File: src/rtl/pht_update_queue_pkg.sv
// Shared PHT update-queue types, default micro-architecture configuration and
// the counter/bank helper functions used by the queue and its bench.
package pht_update_queue_pkg;

   localparam int CONF_PHT_ENTRY_NUM  = 2048;
   localparam int CONF_PHT_CTR_WIDTH  = 2;
   localparam int CONF_PHT_QUEUE_SIZE = 32;
   localparam int CONF_PHT_ENQ_WIDTH  = 2;
   localparam int CONF_PHT_BANK_NUM   = 2;

   localparam int PHT_IDX_W = $clog2(CONF_PHT_ENTRY_NUM);
   // Widest counter the shared saturating-update helper supports.
   localparam int SAT_MAX_W = 8;

   typedef logic [PHT_IDX_W-1:0]          pht_index_t;
   typedef logic [CONF_PHT_CTR_WIDTH-1:0] pht_entry_t;

   typedef struct packed {
      pht_index_t index;
      pht_entry_t value;
   } pht_queue_entry_t;

   function automatic logic [31:0] to_pht_bank(input logic [31:0] index,
                                               input int unsigned bank_num);
      return index & (bank_num - 1);
   endfunction

   // Computed one bit wider than the counter so prev+1 cannot wrap before the clamp.
   function automatic logic [SAT_MAX_W-1:0] sat_counter_update(input logic [SAT_MAX_W-1:0] prev,
                                                               input logic taken,
                                                               input int unsigned ctr_width);
      logic [SAT_MAX_W:0] wide;
      logic [SAT_MAX_W:0] ctr_max;
      ctr_max = (SAT_MAX_W+1)'((1 << ctr_width) - 1);
      wide    = {1'b0, prev};
      if (taken) begin
         wide = wide + 1;
         if (wide > ctr_max) wide = ctr_max;
      end else if (wide != '0) begin
         wide = wide - 1;
      end
      return wide[SAT_MAX_W-1:0];
   endfunction

endpackage

File: src/rtl/pht_update_queue_if.sv
// Commit-side enqueue lanes, fetch bank-busy mask and PHT write port of the
// PHT update queue, bundled for the queue (slave) and its driver (master).
interface pht_update_queue_if
   import pht_update_queue_pkg::*;
#(
   parameter int ENTRY_NUM   = CONF_PHT_ENTRY_NUM,
   parameter int CTR_WIDTH   = CONF_PHT_CTR_WIDTH,
   parameter int QUEUE_DEPTH = CONF_PHT_QUEUE_SIZE,
   parameter int ENQ_WIDTH   = CONF_PHT_ENQ_WIDTH,
   parameter int BANK_NUM    = CONF_PHT_BANK_NUM
);
   localparam int IDX_W = $clog2(ENTRY_NUM);
   localparam int CNT_W = $clog2(QUEUE_DEPTH) + 1;

   logic [ENQ_WIDTH-1:0]                enqValid;
   logic [ENQ_WIDTH-1:0][IDX_W-1:0]     enqIndex;
   logic [ENQ_WIDTH-1:0]                enqTaken;
   logic [ENQ_WIDTH-1:0][CTR_WIDTH-1:0] enqPrev;
   logic                                enqReady;
   logic [BANK_NUM-1:0]                 bankBusy;
   logic                                wrValid;
   logic [IDX_W-1:0]                    wrIndex;
   logic [CTR_WIDTH-1:0]                wrValue;
   logic [CNT_W-1:0]                    count;
   logic                                overflow;

   modport master (
      output enqValid, enqIndex, enqTaken, enqPrev, bankBusy,
      input  enqReady, wrValid, wrIndex, wrValue, count, overflow
   );

   modport slave (
      input  enqValid, enqIndex, enqTaken, enqPrev, bankBusy,
      output enqReady, wrValid, wrIndex, wrValue, count, overflow
   );

endinterface

File: src/rtl/pht_queue_enq_compactor.sv
// Maps the per-lane enqueue valid mask to compacted slot offsets from the tail
// (lane 0 oldest) and the number of valid lanes.
module pht_queue_enq_compactor #(
   parameter int ENQ_WIDTH = 2,
   parameter int OFF_W     = $clog2(ENQ_WIDTH) + 1
) (
   input  logic [ENQ_WIDTH-1:0]            valid,
   output logic [ENQ_WIDTH-1:0][OFF_W-1:0] offset,
   output logic [OFF_W-1:0]                total
);

   logic [OFF_W-1:0] acc;

   // NOTE: blocking assignments here are intentional; acc is a running sum
   // that each loop iteration must see updated within the same evaluation.
   always_comb begin
      acc    = '0;
      offset = '0;
      for (int i = 0; i < ENQ_WIDTH; i++) begin
         offset[i] = acc;
         acc       = acc + OFF_W'(valid[i]);
      end
      total = acc;
   end

endmodule

File: src/rtl/pht_update_queue.sv
// In-order circular queue of PHT counter updates from commit, drained one per
// cycle into the banked PHT whenever the head entry's bank is not used by fetch.
module pht_update_queue
   import pht_update_queue_pkg::*;
#(
   parameter int ENTRY_NUM   = CONF_PHT_ENTRY_NUM,
   parameter int CTR_WIDTH   = CONF_PHT_CTR_WIDTH,
   parameter int QUEUE_DEPTH = CONF_PHT_QUEUE_SIZE,
   parameter int ENQ_WIDTH   = CONF_PHT_ENQ_WIDTH,
   parameter int BANK_NUM    = CONF_PHT_BANK_NUM
) (
   input logic               clk,
   input logic               rst,
   pht_update_queue_if.slave bus
);

   localparam int IDX_W  = $clog2(ENTRY_NUM);
   localparam int PTR_W  = $clog2(QUEUE_DEPTH);
   localparam int CNT_W  = PTR_W + 1;
   localparam int OFF_W  = $clog2(ENQ_WIDTH) + 1;
   localparam int BANK_W = (BANK_NUM > 1) ? $clog2(BANK_NUM) : 1;

   typedef struct packed {
      logic [IDX_W-1:0]     index;
      logic [CTR_WIDTH-1:0] value;
   } entry_t;

   entry_t mem [QUEUE_DEPTH];

   logic [PTR_W-1:0]                head;
   logic [PTR_W-1:0]                tail;
   logic [CNT_W-1:0]                cnt;
   logic                            overflow_q;
   logic [ENQ_WIDTH-1:0][OFF_W-1:0] offset;
   logic [OFF_W-1:0]                pop;
   entry_t                          lane_entry [ENQ_WIDTH];
   entry_t                          head_entry;
   logic [BANK_W-1:0]               head_bank;
   logic [BANK_W-1:0]               wr_bank;
   logic                            ready;
   logic                            any_valid;
   logic                            accept;
   logic                            deq;

   pht_queue_enq_compactor #(
      .ENQ_WIDTH (ENQ_WIDTH),
      .OFF_W     (OFF_W)
   ) u_compactor (
      .valid  (bus.enqValid),
      .offset (offset),
      .total  (pop)
   );

   // Readiness looks only at registered occupancy, so a same-cycle drain never frees room.
   assign ready     = cnt <= CNT_W'(QUEUE_DEPTH - ENQ_WIDTH);
   assign any_valid = |bus.enqValid;
   assign accept    = any_valid && ready;

   always_comb begin
      for (int i = 0; i < ENQ_WIDTH; i++) begin
         lane_entry[i].index = bus.enqIndex[i];
         lane_entry[i].value = CTR_WIDTH'(sat_counter_update(SAT_MAX_W'(bus.enqPrev[i]),
                                                             bus.enqTaken[i], CTR_WIDTH));
      end
   end

   assign head_entry = mem[head];
   assign head_bank  = BANK_W'(to_pht_bank(32'(head_entry.index), BANK_NUM));
   assign deq        = (cnt != '0) && !bus.bankBusy[head_bank];

   assign bus.enqReady = ready;
   assign bus.wrValid  = deq;
   assign bus.wrIndex  = deq ? head_entry.index : '0;
   assign bus.wrValue  = deq ? head_entry.value : '0;
   assign bus.count    = cnt;
   assign bus.overflow = overflow_q;

   always_ff @(posedge clk or posedge rst) begin
      if (rst) begin
         head       <= '0;
         tail       <= '0;
         cnt        <= '0;
         overflow_q <= 1'b0;
      end else begin
         if (accept) tail <= tail + PTR_W'(pop);
         if (deq) head <= head + PTR_W'(1);
         cnt <= cnt + (accept ? CNT_W'(pop) : CNT_W'(0)) - CNT_W'(deq);
         if (any_valid && !ready) overflow_q <= 1'b1;
      end
   end

   // NOTE: the storage array is deliberately not reset; head/tail/cnt define
   // which slots are live, so stale contents are never observed.
   always_ff @(posedge clk) begin
      if (accept) begin
         for (int i = 0; i < ENQ_WIDTH; i++) begin
            if (bus.enqValid[i]) mem[tail + PTR_W'(offset[i])] <= lane_entry[i];
         end
      end
   end

   assign wr_bank = BANK_W'(to_pht_bank(32'(bus.wrIndex), BANK_NUM));

   a_count_bound: assert property (@(posedge clk) disable iff (rst)
      cnt <= CNT_W'(QUEUE_DEPTH));

   a_write_bank_free: assert property (@(posedge clk) disable iff (rst)
      bus.wrValid |-> !bus.bankBusy[wr_bank]);

endmodule

File: src/flat_wrapper.sv
// flat-port wrapper written by rule: the top's interface ports become plain ports
module pht_update_queue_flat import pht_update_queue_pkg::*;
#(
   parameter int ENTRY_NUM   = CONF_PHT_ENTRY_NUM,
   parameter int CTR_WIDTH   = CONF_PHT_CTR_WIDTH,
   parameter int QUEUE_DEPTH = CONF_PHT_QUEUE_SIZE,
   parameter int ENQ_WIDTH   = CONF_PHT_ENQ_WIDTH,
   parameter int BANK_NUM    = CONF_PHT_BANK_NUM
)
  (clk, rst, bus_enqValid, bus_enqIndex, bus_enqTaken, bus_enqPrev, bus_bankBusy, bus_enqReady, bus_wrValid, bus_wrIndex, bus_wrValue, bus_count, bus_overflow);
  pht_update_queue_if #(.ENTRY_NUM(ENTRY_NUM), .CTR_WIDTH(CTR_WIDTH), .QUEUE_DEPTH(QUEUE_DEPTH), .ENQ_WIDTH(ENQ_WIDTH), .BANK_NUM(BANK_NUM)) bus_i ();
  input logic clk;
  input logic rst;
  input wire logic [$bits(bus_i.enqValid)-1:0] bus_enqValid;
  input wire logic [$bits(bus_i.enqIndex)-1:0] bus_enqIndex;
  input wire logic [$bits(bus_i.enqTaken)-1:0] bus_enqTaken;
  input wire logic [$bits(bus_i.enqPrev)-1:0] bus_enqPrev;
  input wire logic [$bits(bus_i.bankBusy)-1:0] bus_bankBusy;
  output wire logic [$bits(bus_i.enqReady)-1:0] bus_enqReady;
  output wire logic [$bits(bus_i.wrValid)-1:0] bus_wrValid;
  output wire logic [$bits(bus_i.wrIndex)-1:0] bus_wrIndex;
  output wire logic [$bits(bus_i.wrValue)-1:0] bus_wrValue;
  output wire logic [$bits(bus_i.count)-1:0] bus_count;
  output wire logic [$bits(bus_i.overflow)-1:0] bus_overflow;
  assign bus_i.enqValid = bus_enqValid;
  assign bus_i.enqIndex = bus_enqIndex;
  assign bus_i.enqTaken = bus_enqTaken;
  assign bus_i.enqPrev = bus_enqPrev;
  assign bus_i.bankBusy = bus_bankBusy;
  assign bus_enqReady = bus_i.enqReady;
  assign bus_wrValid = bus_i.wrValid;
  assign bus_wrIndex = bus_i.wrIndex;
  assign bus_wrValue = bus_i.wrValue;
  assign bus_count = bus_i.count;
  assign bus_overflow = bus_i.overflow;
  pht_update_queue #(.ENTRY_NUM(ENTRY_NUM), .CTR_WIDTH(CTR_WIDTH), .QUEUE_DEPTH(QUEUE_DEPTH), .ENQ_WIDTH(ENQ_WIDTH), .BANK_NUM(BANK_NUM)) u_core (.clk(clk), .rst(rst), .bus(bus_i));
endmodule
File: config.mk
export PLATFORM = sky130hd
export DESIGN_NAME = pht_update_queue_flat
export DESIGN_NICKNAME = d
export VERILOG_FILES = /design/src/rtl/pht_update_queue_pkg.sv /design/src/rtl/pht_update_queue_if.sv /design/src/rtl/pht_queue_enq_compactor.sv /design/src/rtl/pht_update_queue.sv /design/src/flat_wrapper.sv
export SDC_FILE = /design/constraint.sdc
export NUM_CORES = 1
export LEC_CHECK = 0
export ABC_AREA = 1
export CAP_MARGIN = 20
export CORE_MARGIN = 2
export CORE_UTILIZATION = 40
export CTS_BUF_LIST = sky130_fd_sc_hd__clkbuf_4 sky130_fd_sc_hd__clkbuf_8
export DETAILED_ROUTE_END_ITERATION = 12
export PLACE_DENSITY_LB_ADDON = 0.25
export SYNTH_ARGS = -nofsm -noshare
export SYNTH_HDL_FRONTEND = slang
export SYNTH_HIERARCHICAL = 1
export SYNTH_SLANG_ARGS = --single-unit
export TNS_END_PERCENT = 30
File: constraint.sdc
create_clock -name clk -period 3.6 [get_ports clk]
set_input_delay 0.72 -clock clk [delete_from_list [all_inputs] [get_ports clk]]
set_output_delay 0.72 -clock clk [all_outputs]
set_load 0.005 [all_outputs]
Yosys cells after proc, flatten, opt, wreduce, memory -nomap -nowiden:

Memories as Yosys holds them, arrays and structs flattened.
Cells that the tools add are included.

* multiplexer cells: 17
* reductions and logical operators: 9
* $add $sub $neg: 10
* magnitude comparators: 4

Operator list (count)
* two-way mux 2 bit: 8
* two-way mux 11 bit: 1
* two-way mux 1 bit: 8
* adder 2 x 1 -> 3 bit (second input constant): 2
* adder 6 bit: 1
* greater-than comparator 3 x 2 -> 1 bit (second input constant): 2
* less-or-equal comparator 6 x 5 -> 1 bit (second input constant): 1
* nonzero test 6 bit: 1
* subtractor 6 x 1 -> 6 bit: 1
* adder 5 x 1 -> 5 bit: 1
* adder 5 x 1 -> 5 bit (second input constant): 1
* adder 5 x 2 -> 5 bit: 1
* nonzero test 2 bit: 2
* subtractor 2 x 1 -> 2 bit (second input constant): 2
* logical AND 1 bit: 3
* adder 1 x 1 -> 2 bit: 1
* zero test 1 bit: 2
* less-than comparator 1 x 2 -> 1 bit (second input constant): 1
* OR reduction 2 bit: 1

* input bits: 34
* logic and storage cells: 45
* memory bits (writable): 416
* memories kept: 1
* register bits: 17

Memories
* u_core.mem: words 32, width 13, rd ports 1, clocked after Yosys merged registers in 0, write ports 2, RTL line pht_update_queue.sv:28 `entry_t mem [QUEUE_DEPTH];`

Depth between registers and ports, before layout:

Gate-level depths: netlist (run 1).
An unclocked memory read counts as a cell.

* word-level depth: 6
* depth in mapped cells: 21
* gate-level depth less buffers: 20

Hierarchy:

Netlist (run 1), hierarchy kept.

Modules (own cells, without submodules)
* pht_update_queue: area an instance 22745.6 µm², seq. area each 12917.4 µm², times used 1, cells each 2547
* pht_queue_enq_compactor: area an instance 46.3 µm², seq. area each 0.0 µm², times used 1, cells each 6

Worst setup path after synthesis (run 1):

OpenSTA, ideal clock, no wires.

* path kind: input to register
* from: in bus_enqValid[0]
* to: mem u_core/mem[15][0] (netlist name), enable pin
* stages on the path: 8
* setup time: 0.401 ns
* arrival time: 3.033 ns
* setup slack: 0.166 ns
* path through: buf_4 > ha_1 > fa_1 > inv_1 > nor3_4 > nand2_2 > clkbuf_1 > o21ai_0

RTL lines
* start, declared: RTL line flat_wrapper.sv:14 `input wire logic [$bits(bus_i.enqValid)-1:0] bus_enqValid;`
* end, declared: RTL line pht_update_queue.sv:28

Worst setup path after layout (run 1):

* from: reg u_core.head[0]
* to: out bus_wrIndex[0]

* longest elaborated chain between the ends: 6

RTL lines
* start, declared: RTL line pht_update_queue.sv:30 `logic [PTR_W-1:0] head;`
* start signal, assigned: RTL line pht_update_queue.sv:86 `if (deq) head <= head + PTR_W'(1);`
* memory (32 x 13 bit) *
* two-way mux 1 bit (not written as such) (2 in series): RTL line pht_update_queue.sv:69 `assign deq = (cnt != '0) && !bus.bankBusy[head_bank];`
* zero test 1 bit: RTL line pht_update_queue.sv:69
* logical AND 1 bit: RTL line pht_update_queue.sv:69
* two-way mux 11 bit *: RTL line pht_update_queue.sv:73 `assign bus.wrIndex = deq ? head_entry.index : '0;`
* end, declared: RTL line flat_wrapper.sv:21 `output wire logic [$bits(bus_i.wrIndex)-1:0] bus_wrIndex;`

Mark *: on every way between the ends. The rest lies on a longest branch, timed or not. The select of a mux whose other input is x is not followed.

==> results.py, run 1 <==
metrics = {
    "outcome": {
        "outcome": "complete, no violations",
    },
    "critical_path": {
        "required_time_worst_endpoint_ps": 2880,
        "critical_path_class": "flop to output port",
        "path_buf_inv": 5,
        "path_delay_family": "buffers and inverters",
        "timing.critical_path.slowest_cell_delay_ps": 510,
        "setup.worst_path.start_class": "flop",
        "critPathMaxFanout": 7,
        "worst-endpoint-arrival_ps": 2850,
        "crit_path_cell_trace": "buf_12 -> clkbuf_16 -> nand2_4 -> nand3_2 -> a21oi_2 -> nor2_4 -> nand2_4 -> nand2_4 -> nand2_4 -> nand3_4 -> buf_12 -> buf_6 -> nor2_4 -> clkbuf_2",
        "critical_path.endpoint_type": "output port",
        "worst_path_most_repeated_cell": "nand2_4",
        "crit_slowest_cell": "dfrtp_4",
    },
    "logic_synthesis": {
        "synthAdderAreaFrac_pct": 1.39,
        "mappedNetlistArea_mm2": 0.0228,
        "synth_top_area_share_pct": 54.8,
        "synth-simple-area-share_pct": 18.9,
        "synth_edf_count": 416,
        "synth_top_area_cell": "edfxtp_1",
        "synth.top_cells.by_area": "edfxtp_1 (55%), nand2_1 (14%), o21ai_0 (9.5%)",
        "syn_inst": 2553,
        "synth.area.mux_share_pct": 0,
        "synth.lib_cells_used.distinct": 37,
        "yosysSeqAreaShare_pct": 56.7,
        "largest_family_of_logic_cells_by_synthesized_area": "simple AND/OR/NAND/NOR gates",
        "synth_async_sr_flop_share_pct": 3.93,
        "synth_ff_type": "edfxtp_1",
        "avgSynthCellArea_um2": 8.93,
        "warnings_from_yosys": 6,
        "post_synth_xor_area_fraction_pct": 0.648,
        "postSynthRegisterBits": 433,
        "synth_compound_gate_area_share_pct": 16.6,
    },
    "die": {
        "initial_core_util_pct": 40.4,
        "design.portCount": 56,
        "die_y_extent_um": 243,
        "die_w_um": 243,
        "core_area_mm2": 0.0564,
        "std_cell_rows": 87,
        "dieArea_mm2": 0.0589,
    },
    "place": {
        "i_o_buffers": 55,
        "post-dp-hpwl_um": 45400,
        "place_congestion": 0.884,
    },
    "power_and_ir_drop": {
        "finalPower_uw": 20000,
        "p_leak_uw": 0.0112,
        "maximum_vdd_ir_drop_mv": 0.438,
        "power.density_mw_per_mm2": 723,
    },
    "global_routing": {
        "number_of_antenna_violations_at_the_first_check_in_global_routing": 1,
        "grt_start_max_net_pins": 41,
        "global_route.usage.total_pct": 25.7,
        "grt_pass1_vias": 18900,
        "grt_overflow": 0,
        "grt_first_pass_wirelength_um": 114000,
    },
    "sta": {
        "period_needed_ps": 3570,
        "timing.setup.tns_ps": 0,
        "finalMaxSlewViolations": 0,
        "relSlewSlack_pct": 39.5,
        "max_freq_mhz": 280,
        "timing.final.crit_share_pct": 99.3,
        "report.final.setup_viol": 0,
        "worstMarginPinSlew_ps": 908,
        "grt_setup_unrepaired": "yes",
        "finalClockSkew_ps": 24.2,
        "hold_viol": 0,
    },
    "routing": {
        "drc_violations_left": 0,
        "drt_iter0_drc": 2424,
        "detail_route.first_pass.iterations": 6,
        "drt-vias-per-instance": 5.69,
        "detail_route.wirelength_um": 77700,
        "drt-wirelength-per-cell_um": 22.4,
        "num_vias": 19700,
        "antenna_left": 0,
    },
    "layout": {
        "final_layout_size_suffix_gt1_share_pct": 17.9,
        "final_nets": 2715,
        "area_delta_synth_final_pct": 21.1,
        "n_antenna_cell": 0,
        "fin_util_pct": 49.0,
    },
    "clock_network": {
        "cts_tree": "done",
        "root_buffer_selected_by_cts": "clkbuf_8",
        "tritoncts_num_sinks": 433,
        "htree_levels": 3,
        "clkLatencyLatePin_ps": 670,
        "clock_tree.buffer_depth": 3,
        "clk_transition_reported_paths_ps": 60,
        "hold_buffers": 0,
        "numCtsBuffers": 78,
    },
    "hold_path": {
        "worstHoldPathType": "flop to flop",
    },
    "flow_run": {
        "cap_viol_max_count": 0,
    },
}
-- layer usage --
metal	global-route usage, %	vias up	wire, µm
li1	-	9009	-
met1	33.9	9487	31200
met2	40.9	1058	35900
met3	6.39	183	8090
met4	9.74	2	2560
met5	0	-	9
-- synth_stat cells, types with 6 or more instances --
library cell    n
a22oi_1        27
nand2_2        32
buf_6           7
clkbuf_2       12
o21ai_1        30
edfxtp_1      416
nand2_1       841
buf_2          58
nor2_1         53
o21ai_0       434
a21oi_1       181
inv_1          75
a22o_1         30
dfrtp_1        17
ha_1           19
nor2_2          6
a211oi_1        6
xor2_1         13
clkbuf_1       98
nand3_1       114
buf_1          46
buf_4           9
-- path summary, 6_finish.rpt --
| check | startpoint | end | slack (ps) | depth (start not counted) |
|---|---|---|---|---|
| min in group asynchronous | rst | u_core/bus.count[0]$_DFF_PP0_ | 550 | 2 |
| worst min register to register | u_core/tail[3]$_DFFE_PP0N_ | u_core/tail[3]$_DFFE_PP0N_ | 520 | 1 |
| max in group asynchronous | rst | u_core/head[1]$_DFFE_PP0P_ | 2390 | 2 |
| worst min-delay path | u_core/tail[3]$_DFFE_PP0N_ | u_core/tail[3]$_DFFE_PP0N_ | 520 | 1 |
| worst max-delay path | u_core/head[0]$_DFFE_PP0P_ | bus_wrIndex[0] | 30 | 14 |
| worst max register to register | u_core/head[0]$_DFFE_PP0P_ | u_core/bus.count[4]$_DFF_PP0_ | 150 | 20 |
-- layout by cell type (no fill, tap or decap), types with 14 or more instances in the layout --
cell,instances
nor2_1,34
a22oi_1,26
o21ai_0,394
clkdlybuf4s50_1,41
clkbuf_8,83
ha_1,19
inv_1,72
nand2_1,814
dfrtp_1,14
nand3_2,23
a21oi_2,16
o21ai_1,67
edfxtp_1,416
nand2_2,51
clkbuf_4,27
clkinv_1,18
a22o_1,30
buf_12,41
nand3_1,85
buf_4,126
a21oi_1,164
nor2_2,18
-- through the flow --
| step | hold slack [ps] | setup WS, ps | cells | instance area [µm²] |
|---|---|---|---|---|
| floorplan | 451 | 166 | 2555 | 22800 |
| global placement | 482 | 4.10 | 3292 | 24900 |
| detailed placement | 482 | -12.5 | 3292 | 24900 |
| CTS | 516 | -271 | 3447 | 27100 |
| global route | 538 | -54.6 | 3470 | 27600 |
| finish | 516 | 25.7 | 3470 | 27600 |
-- area by class of cell --
cell class / instances / area (µm²)
fill: 5251 / 28800
sequential: 433 / 12900
multi-input combinational: 1815 / 9070
timing repair buffer: 250 / 2840
clock buffer: 110 / 1350
tap: 756 / 946
inverter: 77 / 335
clock inverter: 26 / 118
timing repair inverter: 3 / 35.0
-- power breakdown --
part	leakage (µW)	switching [µW]	total, µW	internal, µW
clock	0.000765	2080	4470	2390
sequential	0.00395	210	6400	6190
combinational	0.00648	5740	9100	3360
-- state kept, by name, indices dropped and copies added (netlist names) --
register / flops
u_core/mem: 416
u_core/tail: 5
u_core/bus.overflow: 1
u_core/bus.count: 6
u_core/head: 5
-- repair_timing --
item	CTS	global route
gates cloned	9	4
setup buffers	11	21
setup endpoints to repair	15	14
resized for setup	105	115
pin swaps	14	28
-- logic make-up after synthesis --
kind of cell | after synthesis
simple gates | 1059
compound gates | 714
flops | 433
buf+inv | 307
fa+ha+maj | 23
xor+xnor | 16
other cells | 1
No activity file was read; power rests on OpenSTA's default activity.
==> inputs of run 2 (changes only) <==
Settings changed: ABC_AREA 1 to 0.
==> run 2 against run 1 <==
- the flow now finishes with violations (negative setup slack)
- first-iteration DRC count shrank 51%
- non-clock buffer count grew 12
- clock-buffer cell count shrank 1
- combinational power shrank 1%
- critical path depth shrank 5
- sequential share of layout area shrank 0.49 points
- register-to-register slack lost 220 ps
==> results.py, run 2 <==
metrics = {
    "power_and_ir_drop": {
        "maximum_vdd_ir_drop_mv": 0.296,
        "p_leak_uw": 0.00965,
        "power.density_mw_per_mm2": 719,
    },
    "routing": {
        "drt-wirelength-per-cell_um": 26.9,
        "drc_violations_left": 0,
        "drt-vias-per-instance": 5.63,
        "detail_route.wirelength_um": 66900,
        "num_vias": 14000,
        "drt_iter0_drc": 1191,
        "detail_route.first_pass.iterations": 5,
        "antenna_left": 0,
    },
    "critical_path": {
        "setup.worst_path.start_class": "flop",
        "ff2ff_path_depth": 19,
        "worst-r2r-setup-slack_ps": -70,
        "critPathMaxFanout": 7,
        "critical_path_class": "flop to output port",
        "reg2reg_from": "u_core/head[2]$_DFFE_PP0P_",
        "endpoint": "bus_wrValue[1]",
        "worst-endpoint-arrival_ps": 3170,
        "crit_path_start": "u_core/head[0]$_DFFE_PP0P_",
        "critical_path.endpoint_type": "output port",
        "required_time_worst_endpoint_ps": 2880,
        "capture_point_of_the_worst_reg_to_reg_path": "u_core/bus.count[4]$_DFF_PP0_",
    },
    "die": {
        "core_area_mm2": 0.0574,
        "std_cell_rows": 88,
        "die_w_um": 244,
        "design.portCount": 56,
        "die_y_extent_um": 244,
        "dieArea_mm2": 0.0596,
        "initial_core_util_pct": 40.2,
    },
    "place": {
        "i_o_buffers": 55,
        "dpl_cell_area_mm2": 0.0258,
        "detailedPlace.worstSlack_ps": -269,
        "place_congestion": 0.870,
        "post-dp-hpwl_um": 41300,
        "placed_cells_incl_taps": 2326,
    },
    "global_routing": {
        "grt_overflow": 0,
        "grt_start_max_net_pins": 33,
        "grt_pass1_vias": 14400,
        "grt_first_pass_wirelength_um": 97800,
        "global_route.usage.total_pct": 22.6,
        "number_of_antenna_violations_at_the_first_check_in_global_routing": 1,
    },
    "logic_synthesis": {
        "synth.lib_cells_used.distinct": 55,
        "mappedNetlistArea_mm2": 0.0231,
        "synth_async_sr_flop_share_pct": 3.93,
        "postSynthRegisterBits": 433,
        "warnings_from_yosys": 6,
        "syn_inst": 1499,
        "yosysSeqAreaShare_pct": 56.0,
        "synth_top_area_cell": "edfxtp_1",
        "synth_top_area_share_pct": 54.2,
        "synth_most_common_cell": "edfxtp_1",
        "yosys-top-cells-count": "edfxtp_1 (416), mux2_2 (353), mux4_2 (112)",
        "synth.top_cells.by_area": "edfxtp_1 (54%), mux2_2 (17%), mux4_2 (11%)",
        "synth_edf_count": 416,
        "avgSynthCellArea_um2": 15.4,
        "synth_ff_type": "edfxtp_1",
    },
    "layout": {
        "most_used_cells_in_the_layout_excluding_fill_and_tap_cells": "edfxtp_1 (416), mux2_2 (353), buf_4 (127)",
        "final_cell_area_mm2": 0.0279,
        "area_delta_synth_final_pct": 21.0,
        "final_nets": 1727,
        "finish.cell_count_without_fillers": 2487,
        "final_layout_size_suffix_gt1_share_pct": 49.7,
        "largest_register_ffs": 416,
        "fin_util_pct": 48.6,
        "layout_commonest_cell": "edfxtp_1",
    },
    "clock_network": {
        "htree_levels": 3,
        "clk_transition_reported_paths_ps": 70,
        "clkLatencyLatePin_ps": 660,
        "cts_tree": "done",
        "clock_tree.buffer_depth": 3,
        "tritoncts_num_sinks": 433,
        "root_buffer_selected_by_cts": "clkbuf_8",
        "numCtsBuffers": 77,
    },
    "sta": {
        "whs_ps": 496,
        "max_freq_mhz": 257,
        "finalWorstSetupSlack_ps": -294,
        "finalMaxSlewViolations": 0,
        "relSlewSlack_pct": 49.6,
        "report.final.setup_viol": 14,
        "timing.final.crit_share_pct": 108,
        "finalClockSkew_ps": 39.9,
        "hold_viol": 0,
        "grt_setup_unrepaired": "yes",
        "worstMarginPinSlew_ps": 755,
        "period_needed_ps": 3890,
    },
    "hold_path": {
        "worstHoldPathType": "input pin to async pin",
    },
    "outcome": {
        "outcome": "finished with violations",
        "failed_checks": "negative setup slack",
    },
    "flow_run": {
        "cap_viol_max_count": 0,
    },
}
## run 2: cell types whose count changed after synthesis, sizes merged, moves of 20 or more
| cell | previous run | this run |
|---|---|---|
| mux2i | 0 | 53 |
| a21oi | 181 | 39 |
| inv | 77 | 21 |
| mux2 | 0 | 354 |
| mux4 | 0 | 112 |
| a22oi | 27 | 2 |
| nand2 | 874 | 69 |
| clkbuf | 110 | 90 |
| buf | 120 | 82 |
| a22o | 30 | 1 |
| o21ai | 464 | 51 |
| nand3 | 115 | 8 |
## run 2: repair_timing
item / in CTS / in global routing
buffers inserted: 19 / 7
pin swaps: 10 / 5
cloned: 3 / 1
endpoints found under the setup margin: 16 / 17
resized for setup: 96 / 16
hold buffers: 0 / 0
## run 2: critical path, cell delays in order, from the launching register on
cell and delay, ps:
dfrtp_4 560, buf_12 170, buf_16 130, buf_12 140
buf_4 130, mux4_2 430, mux2i_1 400, mux4_2 370
nor2_4 50, buf_2 120
## run 2: where the power goes
group          internal, µW  leakage (µW)  switching [µW]  total, µW
logic                  4450       0.00493            4540       8990
registers              6190       0.00394             312       6500
clock network          2520      0.000783            2040       4560
total                 13200       0.00965            6900      20100
## run 2: logic make-up after synthesis
group,after synthesis,synth area share (%)
compound gates,128,3.31
xor+xnor,18,0.683
fa+ha+maj,24,1.42
buf+inv,194,4.20
flops,433,56.0
mux,519,30.6
other cells,1,0.0163
simple gates,182,3.78
## run 2: layer usage
layer | track usage, % | routed length (µm) | part of all wire (%) | up-vias
li1 | - | - | - | 6112
met1 | 29.2 | 28100 | 42 | 7350
met2 | 38.2 | 33200 | 50 | 440
met3 | 3.95 | 3750 | 5.6 | 97
met4 | 8.18 | 1900 | 2.8 | 0
met5 | 0 | 0 | 0 | -
## run 2: worst min-delay path by stage
stage	endpoint	depth (start not counted)	slack [ps]	start
floorplan	u_core/bus.overflow$_DFFE_PP0P_	1	470	u_core/bus.overflow$_DFFE_PP0P_
global placement	u_core/bus.overflow$_DFFE_PP0P_	1	460	u_core/bus.overflow$_DFFE_PP0P_
detailed placement	u_core/bus.overflow$_DFFE_PP0P_	1	510	u_core/bus.overflow$_DFFE_PP0P_
CTS	u_core/head[1]$_DFFE_PP0P_	2	490	rst
global route	u_core/head[1]$_DFFE_PP0P_	2	550	rst
finish	u_core/head[1]$_DFFE_PP0P_	2	500	rst
## run 2: cell type report
| class | count | area [µm²] |
|---|---|---|
| Timing Repair Buffer | 262 | 3070 |
| Fill cell | 4822 | 29500 |
| Inverter | 22 | 82.6 |
| Antenna cell | 1 | 2.50 |
| Tap cell | 765 | 957 |
| Clock inverter | 21 | 150 |
| Multi-Input combinational cell | 874 | 9380 |
| Clock buffer | 109 | 1340 |
| Sequential cell | 433 | 12900 |
## run 2: through the flow
step | power, µW | TNS [ps]
floorplan | 11100 | 0
global placement | 14400 | -6490
detailed placement | 14500 | -3190
CTS | 20000 | -4040
global route | 20900 | -4420
finish | 20100 | -2870
==> inputs of run 3 (changes only) <==
Settings changed: CTS_CLUSTER_DIAMETER from default to 200.
==> results of run 3 <==
Same layout as run 2: the final DEF is identical, and so are final timing and power.
